--- config.mk ---
export PLATFORM = sky130hd
export DESIGN_NAME = fifo_out_ctrl_flat
export DESIGN_NICKNAME = d
export VERILOG_FILES = /design/src/rtl/fifo_out_ctrl_if.sv /design/src/rtl/fifo_out_ctrl.sv /design/src/flat_wrapper.sv
export SDC_FILE = /design/constraint.sdc
export NUM_CORES = 1
export LEC_CHECK = 0
export ABC_AREA = 1
export CELL_PAD_IN_SITES_DETAIL_PLACEMENT = 1
export CELL_PAD_IN_SITES_GLOBAL_PLACEMENT = 2
export CORE_MARGIN = 4
export CORE_UTILIZATION = 32
export CTS_BUF_LIST = sky130_fd_sc_hd__clkbuf_4
export CTS_CLUSTER_SIZE = 14
export DETAILED_ROUTE_END_ITERATION = 10
export DONT_BUFFER_PORTS = 1
export GPL_ROUTABILITY_DRIVEN = 0
export GPL_TIMING_DRIVEN = 0
export PLACE_DENSITY = 0.76
export RECOVER_POWER = 50
export REMOVE_ABC_BUFFERS = 1
export SLEW_MARGIN = 20
export SYNTH_ARGS = -nofsm -noshare
export SYNTH_HDL_FRONTEND = slang
export SYNTH_SLANG_ARGS = --single-unit
--- constraint.sdc ---
create_clock -name clk -period 1.4 [get_ports clk]
set_input_delay 0.28 -clock clk [delete_from_list [all_inputs] [get_ports clk]]
set_output_delay 0.28 -clock clk [all_outputs]
set_load 0.1 [all_outputs]
--- src/rtl/fifo_out_ctrl_if.sv ---
// Drain-side handshake between the weight FIFO bank, the drain controller and the PE array.
interface fifo_out_ctrl_if #(
    parameter int FIFO_WIDTH = 16
);
    logic                  start;
    logic [FIFO_WIDTH-1:0] fifo_empty;
    logic [FIFO_WIDTH-1:0] fifo_rd_en;
    logic [FIFO_WIDTH-1:0] pe_w_valid;
    logic                  busy;
    logic                  done;
    logic                  err_underflow;

    modport master (
        output start, fifo_empty,
        input  fifo_rd_en, pe_w_valid, busy, done, err_underflow
    );

    modport slave (
        input  start, fifo_empty,
        output fifo_rd_en, pe_w_valid, busy, done, err_underflow
    );
endinterface

--- src/rtl/fifo_out_ctrl.sv ---
// Weight FIFO drain controller: pops FIFO_DEPTH entries per column, column i skewed by i cycles,
// with a 1-cycle delayed weight-valid strobe to the PE array.
module fifo_out_col #(
    parameter int IDX        = 0,
    parameter int FIFO_DEPTH = 16,
    parameter int CNT_WIDTH  = 6
) (
    input  logic                 clk,
    input  logic                 rst,
    input  logic [CNT_WIDTH-1:0] k_nxt,
    input  logic                 empty,
    output logic                 rd_en,
    output logic                 pe_w_valid,
    output logic                 uflow
);
    localparam int STAGES = 1;
    localparam logic [CNT_WIDTH-1:0] LO = CNT_WIDTH'(IDX + 1);
    localparam logic [CNT_WIDTH-1:0] HI = CNT_WIDTH'(IDX + FIFO_DEPTH);

    logic              hit;
    logic [STAGES:0]   vld_pipe;

    // Window is evaluated on the next count so the pop strobe itself is a flop.
    assign hit = (k_nxt >= LO) && (k_nxt <= HI);

    always_ff @(posedge clk) begin
        if (rst) vld_pipe <= '0;
        else     vld_pipe <= {vld_pipe[STAGES-1:0], hit};
    end

    assign rd_en      = vld_pipe[0];
    assign pe_w_valid = vld_pipe[1];
    assign uflow      = vld_pipe[0] & empty;
endmodule

module fifo_out_ctrl #(
    parameter int FIFO_WIDTH = 16,
    parameter int FIFO_DEPTH = 16
) (
    input  logic             clk,
    input  logic             rst,
    fifo_out_ctrl_if.slave   bus
);
    localparam int CNT_WIDTH = $clog2(FIFO_DEPTH + FIFO_WIDTH + 1);
    localparam logic [CNT_WIDTH-1:0] K_LAST = CNT_WIDTH'(FIFO_DEPTH + FIFO_WIDTH);

    typedef enum logic {IDLE, DRAIN} state_t;

    state_t                 state, state_nxt;
    logic [CNT_WIDTH-1:0]   k, k_nxt;
    logic                   accept;
    logic                   busy_q, done_q, err_q;
    logic [FIFO_WIDTH-1:0]  rd_en, pe_v, uflow;

    assign accept = (state == IDLE) && bus.start;

    always_ff @(posedge clk) begin
        if (rst) begin
            state <= IDLE;
            k     <= '0;
        end else begin
            state <= state_nxt;
            k     <= k_nxt;
        end
    end

    always_comb begin
        state_nxt = state;
        case (state)
            IDLE:    if (bus.start)   state_nxt = DRAIN;
            DRAIN:   if (k == K_LAST) state_nxt = IDLE;
            default: state_nxt = IDLE;
        endcase
    end

    always_comb begin
        k_nxt = '0;
        case (state)
            IDLE:    if (bus.start)   k_nxt = CNT_WIDTH'(1);
            DRAIN:   if (k != K_LAST) k_nxt = k + CNT_WIDTH'(1);
            default: k_nxt = '0;
        endcase
    end

    always_ff @(posedge clk) begin
        if (rst) begin
            busy_q <= 1'b0;
            done_q <= 1'b0;
            err_q  <= 1'b0;
        end else begin
            busy_q <= (k_nxt != '0);
            done_q <= (k_nxt == K_LAST);
            if (accept)      err_q <= 1'b0;
            else if (|uflow) err_q <= 1'b1;
        end
    end

    for (genvar i = 0; i < FIFO_WIDTH; i++) begin : g_col
        fifo_out_col #(
            .IDX        (i),
            .FIFO_DEPTH (FIFO_DEPTH),
            .CNT_WIDTH  (CNT_WIDTH)
        ) u_col (
            .clk        (clk),
            .rst        (rst),
            .k_nxt      (k_nxt),
            .empty      (bus.fifo_empty[i]),
            .rd_en      (rd_en[i]),
            .pe_w_valid (pe_v[i]),
            .uflow      (uflow[i])
        );
    end

    assign bus.fifo_rd_en    = rd_en;
    assign bus.pe_w_valid    = pe_v;
    assign bus.busy          = busy_q;
    assign bus.done          = done_q;
    assign bus.err_underflow = err_q;
endmodule

--- src/flat_wrapper.sv ---
// flat-port wrapper written by rule: the top's interface ports become plain ports
module fifo_out_ctrl_flat 
#(
    parameter int FIFO_WIDTH = 16,
    parameter int FIFO_DEPTH = 16
)
  (clk, rst, bus_start, bus_fifo_empty, bus_fifo_rd_en, bus_pe_w_valid, bus_busy, bus_done, bus_err_underflow);
  fifo_out_ctrl_if #(.FIFO_WIDTH(FIFO_WIDTH)) bus_i ();
  input  logic clk;
  input  logic rst;
  input wire logic [$bits(bus_i.start)-1:0] bus_start;
  input wire logic [$bits(bus_i.fifo_empty)-1:0] bus_fifo_empty;
  output wire logic [$bits(bus_i.fifo_rd_en)-1:0] bus_fifo_rd_en;
  output wire logic [$bits(bus_i.pe_w_valid)-1:0] bus_pe_w_valid;
  output wire logic [$bits(bus_i.busy)-1:0] bus_busy;
  output wire logic [$bits(bus_i.done)-1:0] bus_done;
  output wire logic [$bits(bus_i.err_underflow)-1:0] bus_err_underflow;
  assign bus_i.start = bus_start;
  assign bus_i.fifo_empty = bus_fifo_empty;
  assign bus_fifo_rd_en = bus_i.fifo_rd_en;
  assign bus_pe_w_valid = bus_i.pe_w_valid;
  assign bus_busy = bus_i.busy;
  assign bus_done = bus_i.done;
  assign bus_err_underflow = bus_i.err_underflow;
  fifo_out_ctrl #(.FIFO_WIDTH(FIFO_WIDTH), .FIFO_DEPTH(FIFO_DEPTH)) u_core (.clk(clk), .rst(rst), .bus(bus_i));
endmodule
### Word-level counts from Yosys, hierarchy flattened

Cells that the tools add are included.

* flip-flop bits (word level): 42
* bits of input ports: 19
* output and inout bits: 35
* word-level logic and storage cells: 100

* add/subtract/negate cells: 1
* magnitude comparators: 32
* eq/ne operators: 3
* mux-type cells: 6
* bitwise operators: 17
* reductions and logical operators: 20

Operator list (count)
* $le A6 B5 Y1 const B: 16
* $ge A6 B4 Y1 const B: 8
* $ge A6 B3 Y1 const B: 4
* $logic_and A1 B1 Y1: 17
* $and A1 B1 Y1: 16
* $reduce_or A16 Y1: 1
* $eq A6 B6 Y1 const B: 2
* $ge A6 B2 Y1 const B: 2
* $pmux W6 S2: 1
* $add A6 B1 Y6 const B: 1
* $ge A6 B1 Y1 const B: 1
* $ge A6 B5 Y1 const B: 1
* $mux W6: 1
* $ne A6 B6 Y1 const B: 1
* $reduce_bool A6 Y1: 1
* $mux W1: 3
* $pmux W1 S2: 1
* $reduce_or A2 Y1: 1
* $not A1 Y1: 1

### Depth between registers and ports, before layout

* depth after elaboration: 5
* gate-level depth with buffers: 11
* mapped depth without buffers: 11

### Cells and area by module

A second synthesis with hierarchy kept.

* cells, all modules: 297
* area total of the unflattened synthesis: 2044.5 µm²

By module, submodules not included
* fifo_out_ctrl: instances 1, cells an instance 81, area each 574.3 µm², seq. area each 200.2 µm²
* fifo_out_col (u_core.g_col[10].u_col ...): instances 2, cells an instance 14, area each 102.6 µm², seq. area each 40.0 µm²
* fifo_out_col (u_core.g_col[11].u_col ...): instances 2, cells an instance 11, area each 76.3 µm², seq. area each 40.0 µm²
* fifo_out_col (u_core.g_col[6].u_col): instances 1, cells an instance 14, area each 107.6 µm², seq. area each 40.0 µm²
* fifo_out_col (u_core.g_col[12].u_col): instances 1, cells an instance 17, area each 105.1 µm², seq. area each 40.0 µm²
* fifo_out_col (u_core.g_col[1].u_col): instances 1, cells an instance 15, area each 100.1 µm², seq. area each 40.0 µm²
* fifo_out_col (u_core.g_col[8].u_col): instances 1, cells an instance 14, area each 100.1 µm², seq. area each 40.0 µm²
* fifo_out_col (u_core.g_col[4].u_col): instances 1, cells an instance 15, area each 95.1 µm², seq. area each 40.0 µm²
* fifo_out_col (u_core.g_col[5].u_col): instances 1, cells an instance 14, area each 93.8 µm², seq. area each 40.0 µm²
* fifo_out_col (u_core.g_col[0].u_col): instances 1, cells an instance 14, area each 92.6 µm², seq. area each 40.0 µm²
* fifo_out_col (u_core.g_col[2].u_col): instances 1, cells an instance 14, area each 90.1 µm², seq. area each 40.0 µm²
* fifo_out_col (u_core.g_col[13].u_col): instances 1, cells an instance 13, area each 87.6 µm², seq. area each 40.0 µm²
* fifo_out_col (u_core.g_col[14].u_col): instances 1, cells an instance 14, area each 87.6 µm², seq. area each 40.0 µm²
* fifo_out_col (u_core.g_col[3].u_col): instances 1, cells an instance 13, area each 83.8 µm², seq. area each 40.0 µm²
* fifo_out_col (u_core.g_col[15].u_col): instances 1, cells an instance 9, area each 68.8 µm², seq. area each 40.0 µm²

### Worst setup path before layout

OpenSTA, ideal clock, no wires.

* kind: register -> register
* from: register u_core.k[0]
* to: register u_core.g_col[10].u_col.vld_pipe[0]
* setup time: 0.116 ns
* arrival: 1.352 ns
* required time: 1.284 ns
* path slack: -0.068 ns
* stages on the path, launching flop included: 10
* buffers on the path: 1
* period minus slack after synthesis: 1.468 ns
* path through: dfxtp_1 -> inv_1 -> ha_1 -> nand3_1 -> nand3_2 -> buf_6 -> nand2_1 -> nor2_2 -> o21ai_0 -> nor2_1

* longest elaborated chain between the ends: 5
* elaborated cells between the ends (all ways): 7
* classes of those cells: add/sub (1); order compare (2); eq/ne (1); mux (2); reduce/logical (1)

Ends and longest elaborated chain
* from (decl): RTL line fifo_out_ctrl.sv:50 `logic [CNT_WIDTH-1:0] k, k_nxt;`
* from (signal assigned): RTL line fifo_out_ctrl.sv:63 `k <= k_nxt;`
* $add A6 B1 Y6 / $ne A6 B6 Y1 (equally long branches): RTL line fifo_out_ctrl.sv:80 `DRAIN: if (k != K_LAST) k_nxt = k + CNT_WIDTH'(1);`
* $mux W6 (*): RTL line fifo_out_ctrl.sv:80
* $pmux W6 S2 (*): RTL line fifo_out_ctrl.sv:78 `case (state)`
* $ge A6 B4 Y1 / $le A6 B5 Y1 (equally long branches): RTL line fifo_out_ctrl.sv:24 `assign hit = (k_nxt >= LO) && (k_nxt <= HI);`
* $logic_and A1 B1 Y1 (*): RTL line fifo_out_ctrl.sv:24
* to (signal assigned): RTL line fifo_out_ctrl.sv:28 `else vld_pipe <= {vld_pipe[STAGES-1:0], hit};`
* to (decl): RTL line fifo_out_ctrl.sv:21 `logic [STAGES:0] vld_pipe;`

Mark *: on every way between the ends. The rest lies on a longest branch, timed or not.
A chain may end at the register's enable or synchronous reset.

### Worst setup path in the final report

* from: register u_core.k[0]
* to: register u_core.g_col[7].u_col.vld_pipe[0]

* longest elaborated chain between the ends: 5
* elaborated cells between the ends (all ways): 7
* classes of those cells: add/sub (1); order compare (2); eq/ne (1); mux (2); reduce/logical (1)

Ends and longest elaborated chain (RTL line)
* $add A6 B1 Y6 / $ne A6 B6 Y1 (equally long branches): fifo_out_ctrl.sv:80
* $mux W6 (*): fifo_out_ctrl.sv:80
* $pmux W6 S2 (*): fifo_out_ctrl.sv:78
* $ge A6 B4 Y1 / $le A6 B5 Y1 (equally long branches): fifo_out_ctrl.sv:24
* $logic_and A1 B1 Y1 (*): fifo_out_ctrl.sv:24
* to (signal assigned): fifo_out_ctrl.sv:28
* to (decl): fifo_out_ctrl.sv:21

Marked as above.

==> flow_summary.toml <==
[synth]
yosysWarnings = 0
synth_compound_area_frac = 0.05345
yosysUniqueCellTypes = 27
synthAdderAreaFrac = 0.01201
synthSimpleGateAreaFrac = 0.3129
synthMuxAreaShare = 0
syn_avg_cell_area_um2 = 7.335
synth_xor_area_frac = 0
syn_inst = 284
synth_top_family_by_area = "simple AND/OR/NAND/NOR gates"
netlist_area_um2 = 2083
ys_seq_area_frac = 0.4036
ys_ff_latch = 42

[clock_network]
cts_buffer_depth = 2
htreeDepth = 2
cts_buffers = 5
clock_latency_ps = 360
cts_tree = "yes"
cts.clk_slew.worst_paths_ps = 130
cts-root-buf = "clkbuf_4"
cts.sinks = 42

[status]
violations = "setup timing"
outcome = "finished, violations left"

[route]
wl_um = 5417
viasPerCell = 4.775
drtIter0Drc = 44
wl_per_cell_um = 15.22
drc = 0
firstDrtPassIters = 4
vias = 1700
postRouteAntennaNets = 0

[die]
initial_core_util = 0.3281
io_pins = 54
fp.dieArea_um2 = 7865
core_area_um2 = 6350
fp.dieW_um = 88.69
die_h_um = 88.69
rows = 29

[power]
p_switching_mw = 0.6040
ir_worst_vdd_uv = 442.3
power_frac_comb = 0.080
clockPowerShare = 0.287
leakage_nw = 1.137
power.share.sequential = 0.632
switching_share = 0.2916
power_density_nw_per_um2 = 797.4
p_int_mw = 1.467

[sta]
rsz0062_at_grt = "yes"
hold_viol = 0
hold_slack_ps = 140.7
finalCritPeriodShare = 1.152
maxSlewViolCount = 0
fin_crit_ps = 1613
slew_headroom = 0.1883
fmax_mhz = 620.1
final.setup.worst_slack_ps = -212.6
setup_viol = 18
skew_ps = 16.65
tightestPinTransition_ps = 1218

[placed_design]
dp_cells = 322
dp_hpwl_um = 3317
dpl_cell_area_um2 = 1887
port_buffers = 0

[layout]
multiInputGateArea_um2 = 1122
syn2layout_area_growth_pct = 24.68
fillers = 764
layout.cells.non_filler = 356
regArea_um2 = 917.1
fin_nets = 299
diodes = 0
stdcell_area_um2 = 2597
drive_gt1_frac = 0.5197

[setup_path]
crit_chain = "buf_4 -> nand3_4 -> o21ai_4 -> nand3_4 -> buf_6 -> nand3_4 -> inv_2 -> buf_4 -> nor3_2"
startpoint_type = "register"
critPathCapture = "u_core.g_col[7].u_col.vld_pipe[0]"
critical_path_class = "register to register"
crit_family = "buffers and inverters"
arrival_ps = 1880
timing.critical_path.mode_cell = "nand3_4"
reg2regPathDepth = 9
worstSetupPathDepth = 9
r2r_setup_slack_ps = -210
cpMaxStageDelayCell = "dfxtp_4"
required_ps = 1670
path_buf_inv = 4
max_stage_delay_ps = 410
cp-end-kind = "register"
crit_path_start = "u_core.k[0]"
r2r-start = "u_core.k[0]"
worstPathMaxFanout = 6
r2r-end = "u_core.g_col[7].u_col.vld_pipe[0]"

[global_routing]
grt_antenna_before_repair = 0
grt_max_degree = 25
use_met2 = 0.2443
use_met1 = 0.1725
grtUsageTotal = 0.1394
globalRouteMet3Util = 0.03166
grt_pass1_vias = 1788
grt_pass1_wl_um = 8549
grt_most_used_layer = "met2"
overflow = 0

[min_path]
hp-class = "primary input to register"

[run]
drv_cap = 0
## power by group through the flow
stage | logic (mW) | clock network (mW) | registers (mW)
finish | 0.166 | 0.595 | 1.31
global route | 0.183 | 0.675 | 1.31
CTS | 0.147 | 0.613 | 1.32
detailed placement | 0.0970 | 0 | 1.35
global placement | 0.0965 | 0 | 1.35
floorplan | 0.0741 | 0 | 1.34
## tightest hold or removal path: stages
cell     delay [ps]
nor3_4           20
a21oi_1         110
nor2_1           60
## registers in the layout, summed over array words and instances (netlist names)
register / cells
u_core.bus.busy: 1
u_core.state: 1
u_core.bus.err_underflow: 1
u_core.bus.done: 1
u_core.g_col.u_col.vld_pipe: 32
u_core.k: 6
## per-stage QoR
stage               setup TNS [ps]  power (mW)  worst slack (ps)  utilization
finish                       -2865       2.071            -212.6       0.4091
global route                 -4496       2.172            -318.8       0.4091
CTS                          -2932       2.081            -202.6       0.3817
detailed placement           -7293       1.443            -505.7       0.2971
global placement             -6934       1.442            -521.1       0.2971
floorplan                    -1325       1.415            -127.8            -
## cell families (layout without fill, tap and decap cells)
family | after synthesis | in the layout
flops | 42 | 42
compound gates | 17 | 17
simple gates | 141 | 141
fa+ha+maj | 2 | 2
buf+inv | 82 | 77
## layer usage
layer | up-vias | share of wire
li1 | 839 | -
met1 | 813 | 0.42
met2 | 42 | 0.52
met3 | 6 | 0.054
met4 | 0 | 0.012
met5 | - | 0
## cells in the mapped netlist
| library cell | count | share of area |
|---|---|---|
| nand4_1 | 9 | 0.027 |
| o211ai_1 | 1 | 0.0036 |
| a21oi_1 | 5 | 0.012 |
| nor4_1 | 1 | 0.0030 |
| nor2_1 | 51 | 0.092 |
| nor3_1 | 4 | 0.0096 |
| a22o_1 | 1 | 0.0042 |
| nand2_2 | 2 | 0.0060 |
| nand3_1 | 13 | 0.031 |
| nand2_1 | 51 | 0.092 |
| o21ai_2 | 2 | 0.0084 |
| dfxtp_1 | 42 | 0.40 |
| inv_2 | 4 | 0.0072 |
| nand3_2 | 4 | 0.019 |
| a31oi_1 | 1 | 0.0030 |
| a221oi_1 | 3 | 0.013 |
| buf_6 | 3 | 0.016 |
| ha_1 | 2 | 0.012 |
| nand3_4 | 2 | 0.017 |
| nor3_2 | 1 | 0.0048 |
| inv_1 | 39 | 0.070 |
| o21ai_0 | 2 | 0.0048 |
| buf_4 | 33 | 0.12 |
| clkbuf_1 | 3 | 0.0054 |
| o21ai_1 | 2 | 0.0048 |
| nor2_4 | 1 | 0.0054 |
| nor2_2 | 2 | 0.0060 |
## cells in the final DEF (no fill, tap or decap), types with 2 or more instances in the layout
master,n
nor2_1,39
nand2_1,35
inv_1,31
dfxtp_2,31
buf_4,13
buf_6,12
nand2_2,11
dfxtp_4,10
nor2_2,9
inv_2,9
nand3_4,9
nand4_1,9
nand2_4,7
nor2_4,6
clkbuf_4,6
nand3_2,5
nand3_1,5
a21oi_1,5
o21ai_1,3
nor3_4,3
inv_4,2
o21ai_4,2
a221oi_2,2
ha_4,2
## timing repair
action / CTS / global route
hold endpoints to repair: 24 / 0
setup buffers: 21 / 4
hold buffers: 1 / 0
resized for setup: 111 / 40
endpoints found under the setup margin: 55 / 41
pin swaps: 25 / 16
## worst min path at each step
stage / from / endpoint / slack [ps] / depth (start not counted)
finish: rst / u_core.g_col[6].u_col.vld_pipe[0] / 140 / 3
global route: rst / u_core.g_col[6].u_col.vld_pipe[0] / 140 / 3
CTS: rst / u_core.g_col[6].u_col.vld_pipe[0] / 130 / 3
detailed placement: rst / u_core.k[0] / 360 / 1
global placement: rst / u_core.k[0] / 350 / 1
floorplan: rst / u_core.k[0] / 350 / 1
## final cells by class
type,count,area share
repair buffers,26,0.09104
well taps,77,0.03709
clock inverters,2,0.003372
clock buffers,6,0.01734
inverters,43,0.06599
flip-flops and latches,42,0.3531
multi-input cells,160,0.4321
Power figures use the tool's default switching activity.
